## src/rtl/de_reg_stall_if.sv

```systemverilog
// D-to-E pipeline bundle: D-stage operands in, E-stage registers, stall and counter out.
// The pipeline side uses the master modport and de_reg_stall uses the slave modport.
interface de_reg_stall_if;
    logic [31:0] d_instr;
    logic [31:0] d_pc;
    logic [31:0] d_rs_val;
    logic [31:0] d_rt_val;
    logic [31:0] d_imm32;
    logic        md_busy;
    logic        stall;
    logic [31:0] e_instr;
    logic [31:0] e_pc;
    logic [31:0] e_rs_val;
    logic [31:0] e_rt_val;
    logic [31:0] e_imm32;
    logic        e_valid;
    logic [31:0] stall_cnt;

    modport master (
        output d_instr, d_pc, d_rs_val, d_rt_val, d_imm32, md_busy,
        input  stall, e_instr, e_pc, e_rs_val, e_rt_val, e_imm32, e_valid, stall_cnt
    );

    modport slave (
        input  d_instr, d_pc, d_rs_val, d_rt_val, d_imm32, md_busy,
        output stall, e_instr, e_pc, e_rs_val, e_rt_val, e_imm32, e_valid, stall_cnt
    );
endinterface

```

## src/rtl/de_reg_stall.sv

```systemverilog
// D/E pipeline register with load-use and mult/div hazard detection and bubble insertion.
// Define DE_STALL_CNT_EN to build a saturating stalled-cycle counter; otherwise stall_cnt is 0.
module de_reg_stall (
    input  logic           clk,
    input  logic           reset,
    de_reg_stall_if.slave  bus
);
    typedef struct packed {
        logic [31:0] instr;
        logic [31:0] pc;
        logic [31:0] rs_val;
        logic [31:0] rt_val;
        logic [31:0] imm32;
        logic        valid;
    } e_stage_t;

    localparam logic [5:0] OP_LW = 6'h23;

    e_stage_t e_q;
    e_stage_t d_stage;
    logic     lu_hazard;
    logic     md_hazard;
    logic     stall_w;

    function automatic logic is_md_class(input logic [31:0] ins);
        return (ins[31:26] == 6'h00) &&
               (ins[5:0] inside {6'h10, 6'h11, 6'h12, 6'h13, 6'h18, 6'h19, 6'h1A, 6'h1B});
    endfunction

    // A bubble never hazards, and a load into $0 never produces a value worth waiting for.
    assign lu_hazard = e_q.valid && (e_q.instr[31:26] == OP_LW) &&
                       (e_q.instr[20:16] != 5'd0) &&
                       ((e_q.instr[20:16] == bus.d_instr[25:21]) ||
                        (e_q.instr[20:16] == bus.d_instr[20:16]));
    assign md_hazard = is_md_class(bus.d_instr) && bus.md_busy;
    assign stall_w   = lu_hazard || md_hazard;

    assign d_stage = '{instr:  bus.d_instr,
                       pc:     bus.d_pc,
                       rs_val: bus.d_rs_val,
                       rt_val: bus.d_rt_val,
                       imm32:  bus.d_imm32,
                       valid:  1'b1};

    // NOTE: state registers use non-blocking assignment so every flop samples pre-edge values.
    always_ff @(posedge clk) begin
        if (reset) begin
            e_q <= '0;
        end else if (stall_w) begin
            e_q <= '0;
        end else begin
            e_q <= d_stage;
        end
    end

`ifdef DE_STALL_CNT_EN
    logic [31:0] cnt_q;

    always_ff @(posedge clk) begin
        if (reset) begin
            cnt_q <= '0;
        end else if (stall_w && (cnt_q != 32'hFFFF_FFFF)) begin
            cnt_q <= cnt_q + 32'd1;
        end
    end

    assign bus.stall_cnt = cnt_q;
`else
    assign bus.stall_cnt = 32'h0;
`endif

    assign bus.stall    = stall_w;
    assign bus.e_instr  = e_q.instr;
    assign bus.e_pc     = e_q.pc;
    assign bus.e_rs_val = e_q.rs_val;
    assign bus.e_rt_val = e_q.rt_val;
    assign bus.e_imm32  = e_q.imm32;
    assign bus.e_valid  = e_q.valid;
endmodule
```

## src/flat_wrapper.sv

```systemverilog
// flat-port wrapper written by rule: the top's interface ports become plain ports
module de_reg_stall_flat 
  (clk, reset, bus_d_instr, bus_d_pc, bus_d_rs_val, bus_d_rt_val, bus_d_imm32, bus_md_busy, bus_stall, bus_e_instr, bus_e_pc, bus_e_rs_val, bus_e_rt_val, bus_e_imm32, bus_e_valid, bus_stall_cnt);
  de_reg_stall_if bus_i ();
  input  logic clk;
  input  logic reset;
  input wire logic [$bits(bus_i.d_instr)-1:0] bus_d_instr;
  input wire logic [$bits(bus_i.d_pc)-1:0] bus_d_pc;
  input wire logic [$bits(bus_i.d_rs_val)-1:0] bus_d_rs_val;
  input wire logic [$bits(bus_i.d_rt_val)-1:0] bus_d_rt_val;
  input wire logic [$bits(bus_i.d_imm32)-1:0] bus_d_imm32;
  input wire logic [$bits(bus_i.md_busy)-1:0] bus_md_busy;
  output wire logic [$bits(bus_i.stall)-1:0] bus_stall;
  output wire logic [$bits(bus_i.e_instr)-1:0] bus_e_instr;
  output wire logic [$bits(bus_i.e_pc)-1:0] bus_e_pc;
  output wire logic [$bits(bus_i.e_rs_val)-1:0] bus_e_rs_val;
  output wire logic [$bits(bus_i.e_rt_val)-1:0] bus_e_rt_val;
  output wire logic [$bits(bus_i.e_imm32)-1:0] bus_e_imm32;
  output wire logic [$bits(bus_i.e_valid)-1:0] bus_e_valid;
  output wire logic [$bits(bus_i.stall_cnt)-1:0] bus_stall_cnt;
  assign bus_i.d_instr = bus_d_instr;
  assign bus_i.d_pc = bus_d_pc;
  assign bus_i.d_rs_val = bus_d_rs_val;
  assign bus_i.d_rt_val = bus_d_rt_val;
  assign bus_i.d_imm32 = bus_d_imm32;
  assign bus_i.md_busy = bus_md_busy;
  assign bus_stall = bus_i.stall;
  assign bus_e_instr = bus_i.e_instr;
  assign bus_e_pc = bus_i.e_pc;
  assign bus_e_rs_val = bus_i.e_rs_val;
  assign bus_e_rt_val = bus_i.e_rt_val;
  assign bus_e_imm32 = bus_i.e_imm32;
  assign bus_e_valid = bus_i.e_valid;
  assign bus_stall_cnt = bus_i.stall_cnt;
  de_reg_stall u_core (.clk(clk), .reset(reset), .bus(bus_i));
endmodule
```

## config.mk

```make
export PLATFORM = sky130hd
export DESIGN_NAME = de_reg_stall_flat
export DESIGN_NICKNAME = d
export VERILOG_FILES = /design/src/rtl/de_reg_stall_if.sv /design/src/rtl/de_reg_stall.sv /design/src/flat_wrapper.sv
export SDC_FILE = /design/constraint.sdc
export NUM_CORES = 1
export LEC_CHECK = 0
export BUFFER_PORTS_ARGS = -buffer_cell sky130_fd_sc_hd__buf_2
export CORE_AREA = 2 2 139 141
export CTS_CLUSTER_SIZE = 30
export DETAILED_ROUTE_END_ITERATION = 12
export DIE_AREA = 0 0 141 143
export GPL_TIMING_DRIVEN = 1
export PLACE_DENSITY = 0.64
export SETUP_SLACK_MARGIN = 0.3
export SKIP_LAST_GASP = 1
export SYNTH_ARGS = -nofsm -noshare
export SYNTH_HDL_FRONTEND = slang
export SYNTH_SLANG_ARGS = --single-unit
```

## constraint.sdc

```tcl
create_clock -name clk -period 2.6 [get_ports clk]
set_input_delay 0.13 -clock clk [delete_from_list [all_inputs] [get_ports clk]]
set_output_delay 0.13 -clock clk [all_outputs]
set_load 0.01 [all_outputs]
```

* Word-level counts from Yosys, hierarchy flattened
Cells that the tools add are included.
** Operators by class
- Equality and inequality tests :: 11
- Mux-type cells :: 1
- Reduce and logical (&&, ||, !) cells :: 11
** Operators with widths (number)
- $eq 6x5->1 const B :: 8
- $eq 5x5->1 :: 2
- $reduce_bool 8->1 :: 1
- $eq 6x6->1 const B :: 1
- $logic_not 6->1 :: 1
- $logic_and 1x1->1 :: 5
- $reduce_bool 5->1 :: 1
- $logic_or 1x1->1 :: 2
- $reduce_or 2->1 :: 1
- $mux 1 :: 1
** Word-level totals
- Register bits :: 161
- Input port bits :: 163
- Output and inout bits :: 194

* Logic depth before layout (Yosys ltp)
- Depth after elaboration :: 6
- Gate-level depth with buffers :: 8
- Mapped depth without buffers :: 5

* Worst setup path after synthesis
No wires, ideal clock.
- Path type :: register -> register
- Start point :: register u_core.e_q (netlist bit u_core.bus.e_instr[16])
- End point :: register u_core.e_q (netlist bit u_core.bus.e_rs_val[12])
- Arrival time :: 1.649 ns
- Slack :: 0.877 ns
- Cell stages (with the launch flop) :: 8
- Period minus slack after synthesis :: 1.723 ns
- Cell sequence :: dfxtp_1 or4_1 o21ai_1 o21bai_1 buf_2 buf_6 buf_6 nor3b_2
** On the way
- Longest elaborated chain between the ends :: 5
- Elaborated cells on any way between the ends :: 8
- Those cells by class :: 2 x eq/ne; 6 x reduce/logical
** RTL lines
- start: declaration :: line de_reg_stall.sv:19 : e_stage_t e_q;
- start signal: assignment :: line de_reg_stall.sv:52 : e_q <= d_stage;
- $eq 5x5->1, or another cell as far along :: line de_reg_stall.sv:33 : ((e_q.instr[20:16] == bus.d_instr[25:21]) ||
- $logic_or 1x1->1 or $logic_and 1x1->1 (tied branches) :: line de_reg_stall.sv:33, de_reg_stall.sv:31
- $logic_and 1x1->1 (*) :: line de_reg_stall.sv:32 : (e_q.instr[20:16] != 5'd0) &&
- $logic_or 1x1->1 (*) :: line de_reg_stall.sv:36 : assign stall_w = lu_hazard || md_hazard;
- $reduce_or 2->1 (no source line) (*)
Every way passes the cells marked *; elsewhere a longest branch is shown, timed or not.
A chain may end at the register's enable or synchronous reset.

* Worst setup path in the final report
- Start point :: input bus_d_instr[31]
- End point :: output bus_stall
** On the way
- Longest elaborated chain between the ends :: 4
** RTL lines
- start: declaration :: line flat_wrapper.sv:7 : input wire logic [$bits(bus_i.d_instr)-1:0] bus_d_instr;
- $logic_not 6->1 :: line de_reg_stall.sv:26 : return (ins[31:26] == 6'h00) &&
- $logic_and 1x1->1 :: line de_reg_stall.sv:26
- $logic_and 1x1->1 :: line de_reg_stall.sv:35 : assign md_hazard = is_md_class(bus.d_instr) && bus.md_busy;
- $logic_or 1x1->1 :: line de_reg_stall.sv:36
- end: declaration :: line flat_wrapper.sv:13 : output wire logic [$bits(bus_i.stall)-1:0] bus_stall;
Every way passes these cells.

==> impl_metrics.py <==
metrics = {
    "floorplanning": {
        "fp.dieW_um": 141,
        "die_y_um": 143,
        "ios": 357,
        "core_area_um2": 18580,
        "die-area_um2": 20160,
        "initial_core_util_pct": 29.50,
        "std_cell_rows": 50,
    },
    "yosys": {
        "synthCells": 422,
        "ys_seq_elements": 161,
        "synthXorXnorAreaFrac_pct": 1.598,
        "synth_top_area_share_pct": 58.80,
        "seq_area_frac_synth_pct": 58.80,
        "yosysWarningCount": 0,
        "yosys-top-cells-area": "dfxtp_1 (59%), nor3b_2 (18%), nor3b_1 (9.7%)",
        "synth_top_family_by_area": "simple AND/OR/NAND/NOR gates",
        "syn-mean-instance-area_um2": 12.99,
        "synth_top_area_cell": "dfxtp_1",
        "synthAdderAreaFrac_pct": 0,
        "muxShareOfSynthArea_pct": 0,
        "synth_simple_gate_area_share_pct": 30.04,
        "synth_compound_area_share_pct": 0.5022,
        "synth_cell_type_count": 21,
        "synth_area_um2": 5482,
    },
    "layout": {
        "drive_gt1_share_pct": 49.12,
        "syn_to_final_growth_pct": 72.22,
        "seq_area_um2": 3223,
        "final_util_pct": 50.81,
        "multi_input_area_um2": 1896,
        "num_antenna_cells": 0,
        "fillers": 1582,
        "final_cells": 1146,
        "fin_nets": 1062,
    },
    "clock_tree": {
        "clk_path_buf_depth": 2,
        "clock_sinks": 161,
        "clock_latency_ns": 0.42,
        "h-tree-depth": 4,
        "cts_setup_buffers": 0,
        "root_buffer": "clkbuf_16",
        "tritoncts": "built",
        "numCtsBuffers": 17,
        "clk_pin_slew_worst_paths_ns": 0.06,
    },
    "power_and_ir_drop": {
        "pwr_density_cell_nw_per_um2": 632.2,
        "fin_total_pwr_mw": 5.968,
        "peakVddDrop_uv": 414.1,
        "leakage_nw": 4.497,
    },
    "run": {
        "maxCapViolations": 0,
    },
    "grt": {
        "grt_pass1_vias": 4875,
        "grt_overflow": 0,
        "grt_max_degree": 74,
        "track_usage_pct": 15.98,
        "grt_antenna_before_repair": 0,
        "grt_pass1_wl_um": 24810,
    },
    "run_status": {
        "outcome": "complete, no violations",
    },
    "drt": {
        "wl_per_cell_um": 14.63,
        "drt_pass1_iterations": 4,
        "avgViaCountPerCell": 4.146,
        "ant_nets": 0,
        "totalWireLength_um": 16770,
        "drcViolationCount": 0,
        "num_vias": 4751,
        "drtIter0Drc": 129,
    },
    "sta": {
        "fin_crit_ns": 2.164,
        "maxSlewViolCount": 0,
        "fin_tns_setup_ns": 0,
        "finClkSkew_ns": 0.008766,
        "hold_viol": 0,
        "rsz0062_at_grt": "true",
        "clock.fmax_ghz": 0.4622,
        "fin_crit_sh_pct": 83.21,
        "hold-worst-slack_ns": 0.3198,
        "setup_viol": 0,
    },
    "critical_path": {
        "critPathArrivalTime_ns": 2.03,
        "worstPathRequired_ns": 2.47,
        "critical_path.endpoint_type": "output port",
        "reg2reg_to": "u_core.bus.e_rs_val[13]",
        "rrSetupSlack_ns": 0.47,
        "crit_fanout": 19,
        "crit_start": "bus_d_instr[31]",
        "ff2ff_path_depth": 6,
        "crit_path_end": "bus_stall",
        "start_kind": "primary input",
        "r2r-start": "u_core.bus.e_instr[27]",
        "worstSetupPathType": "primary input to output port",
    },
    "placed_design": {
        "hpwl_um": 10700,
        "dpl.cell_count": 954,
        "gp_congestion": 0.7285,
        "port_buffers": 324,
    },
    "min_path": {
        "hp-class": "primary input to flip-flop",
    },
}
==> where the power goes <==
part | leakage (nW) | internal [mW] | total (mW) | switching (mW)
Clock | 0.297 | 1.53 | 2.57 | 1.04
Combinational | 2.86 | 0.439 | 0.758 | 0.318
Sequential | 1.34 | 2.60 | 2.64 | 0.0392
Total | 4.50 | 4.57 | 5.97 | 1.40
==> stage by stage <==
step           instance area (um^2)  setup WS, ns
2_1_floorplan                  5598        0.8767
3_3_place_gp                   7213      -0.04452
3_5_place_dp                   7213      -0.09425
4_1_cts                        9433        0.3336
5_1_grt                        9440        0.2558
6_report                       9440        0.4364
==> timing repair <==
| action | in CTS | in global routing |
|---|---|---|
| hold endpoints to repair | 160 | 0 |
| setup endpoints to repair | 73 | 45 |
| resized for setup | 3 | 1 |
| hold buffers | 160 | 0 |
==> area by class of cell <==
cell class                 count  share of cell area, %
timing repair buffer         494                  35.94
multi-input combinational    217                  20.08
inverter                       8                 0.3181
sequential                   161                  34.14
clock buffer                  18                  4.546
clock inverter                14                  1.869
tap                          234                  3.101
==> worst max-delay path, cell delays in order <==
cell,delay [ns]
dlygate4sd3_1,0.55
buf_2,0.13
nor4b_1,0.30
buf_4,0.18
and4_4,0.26
buf_12,0.18
o21bai_1,0.13
buf_2,0.16
==> how the worst min path moves through the flow <==
stage	cells after the start	slack (ns)	to	start
3_3_place_gp	3	0.36	u_core.bus.e_instr[31]	bus_d_instr[31]
2_1_floorplan	2	0.24	u_core.bus.e_instr[26]	bus_d_instr[26]
3_5_place_dp	3	0.36	u_core.bus.e_instr[31]	bus_d_instr[31]
6_report	4	0.32	u_core.bus.e_instr[29]	reset
5_1_grt	4	0.32	u_core.bus.e_valid	bus_md_busy
4_1_cts	4	0.29	u_core.bus.e_valid	bus_md_busy
==> cell usage after synthesis <==
cell type and count:
nor4b_1 2, nor3b_2 81, buf_6 10, o21bai_1 2, buf_4 33, buf_2 10, xor2_1 10, nand4b_1 1
dfxtp_1 161, conb_1 1, a22oi_1 1, buf_1 4, or4_1 1, inv_1 8, nor3b_1 71, o21ai_1 1
nor3_1 2, and4_1 1, clkbuf_1 10, nor4_1 1, nor2_1 11
==> logic make-up (layout without fill, tap and decap cells) <==
kind of cell | after synthesis | in the layout
buffers and inverters | 75 | 534
AND/OR/NAND/NOR | 171 | 171
other | 1 | 32
flip-flops | 161 | 161
XOR/XNOR | 10 | 10
AO/OA/AOI/OAI | 4 | 4
==> metal layers <==
layer | vias up | global-route usage, % | part of all wire, %
li1 | 2305 | - | -
met1 | 2179 | 16.17 | 37
met2 | 241 | 29.58 | 52
met3 | 26 | 5.801 | 8.8
met4 | 0 | 6.947 | 2.2
met5 | - | 0 | 0
==> placed cells by master (no fill, tap or decap), types with 2 or more instances in the layout <==
| cell type | instances |
|---|---|
| buf_2 | 324 |
| nor3b_1 | 71 |
| clkinv_4 | 2 |
| buf_4 | 3 |
| buf_12 | 6 |
| inv_1 | 8 |
| dfxtp_1 | 161 |
| conb_1 | 32 |
| clkbuf_16 | 17 |
| nor2_1 | 11 |
| dlygate4sd3_1 | 160 |
| nor3b_2 | 81 |
| clkinv_2 | 3 |
| nor3_1 | 2 |
| bufinv_16 | 3 |
| xor2_1 | 10 |
| inv_6 | 4 |
| nor4b_1 | 2 |
==> state kept, by name (all words and copies together) (netlist names) <==
signal / count
u_core.bus.e_instr: 32
u_core.bus.e_valid: 1
u_core.bus.e_rs_val: 32
u_core.bus.e_imm32: 32
u_core.bus.e_pc: 32
u_core.bus.e_rt_val: 32
Power figures use the tool's default switching activity.
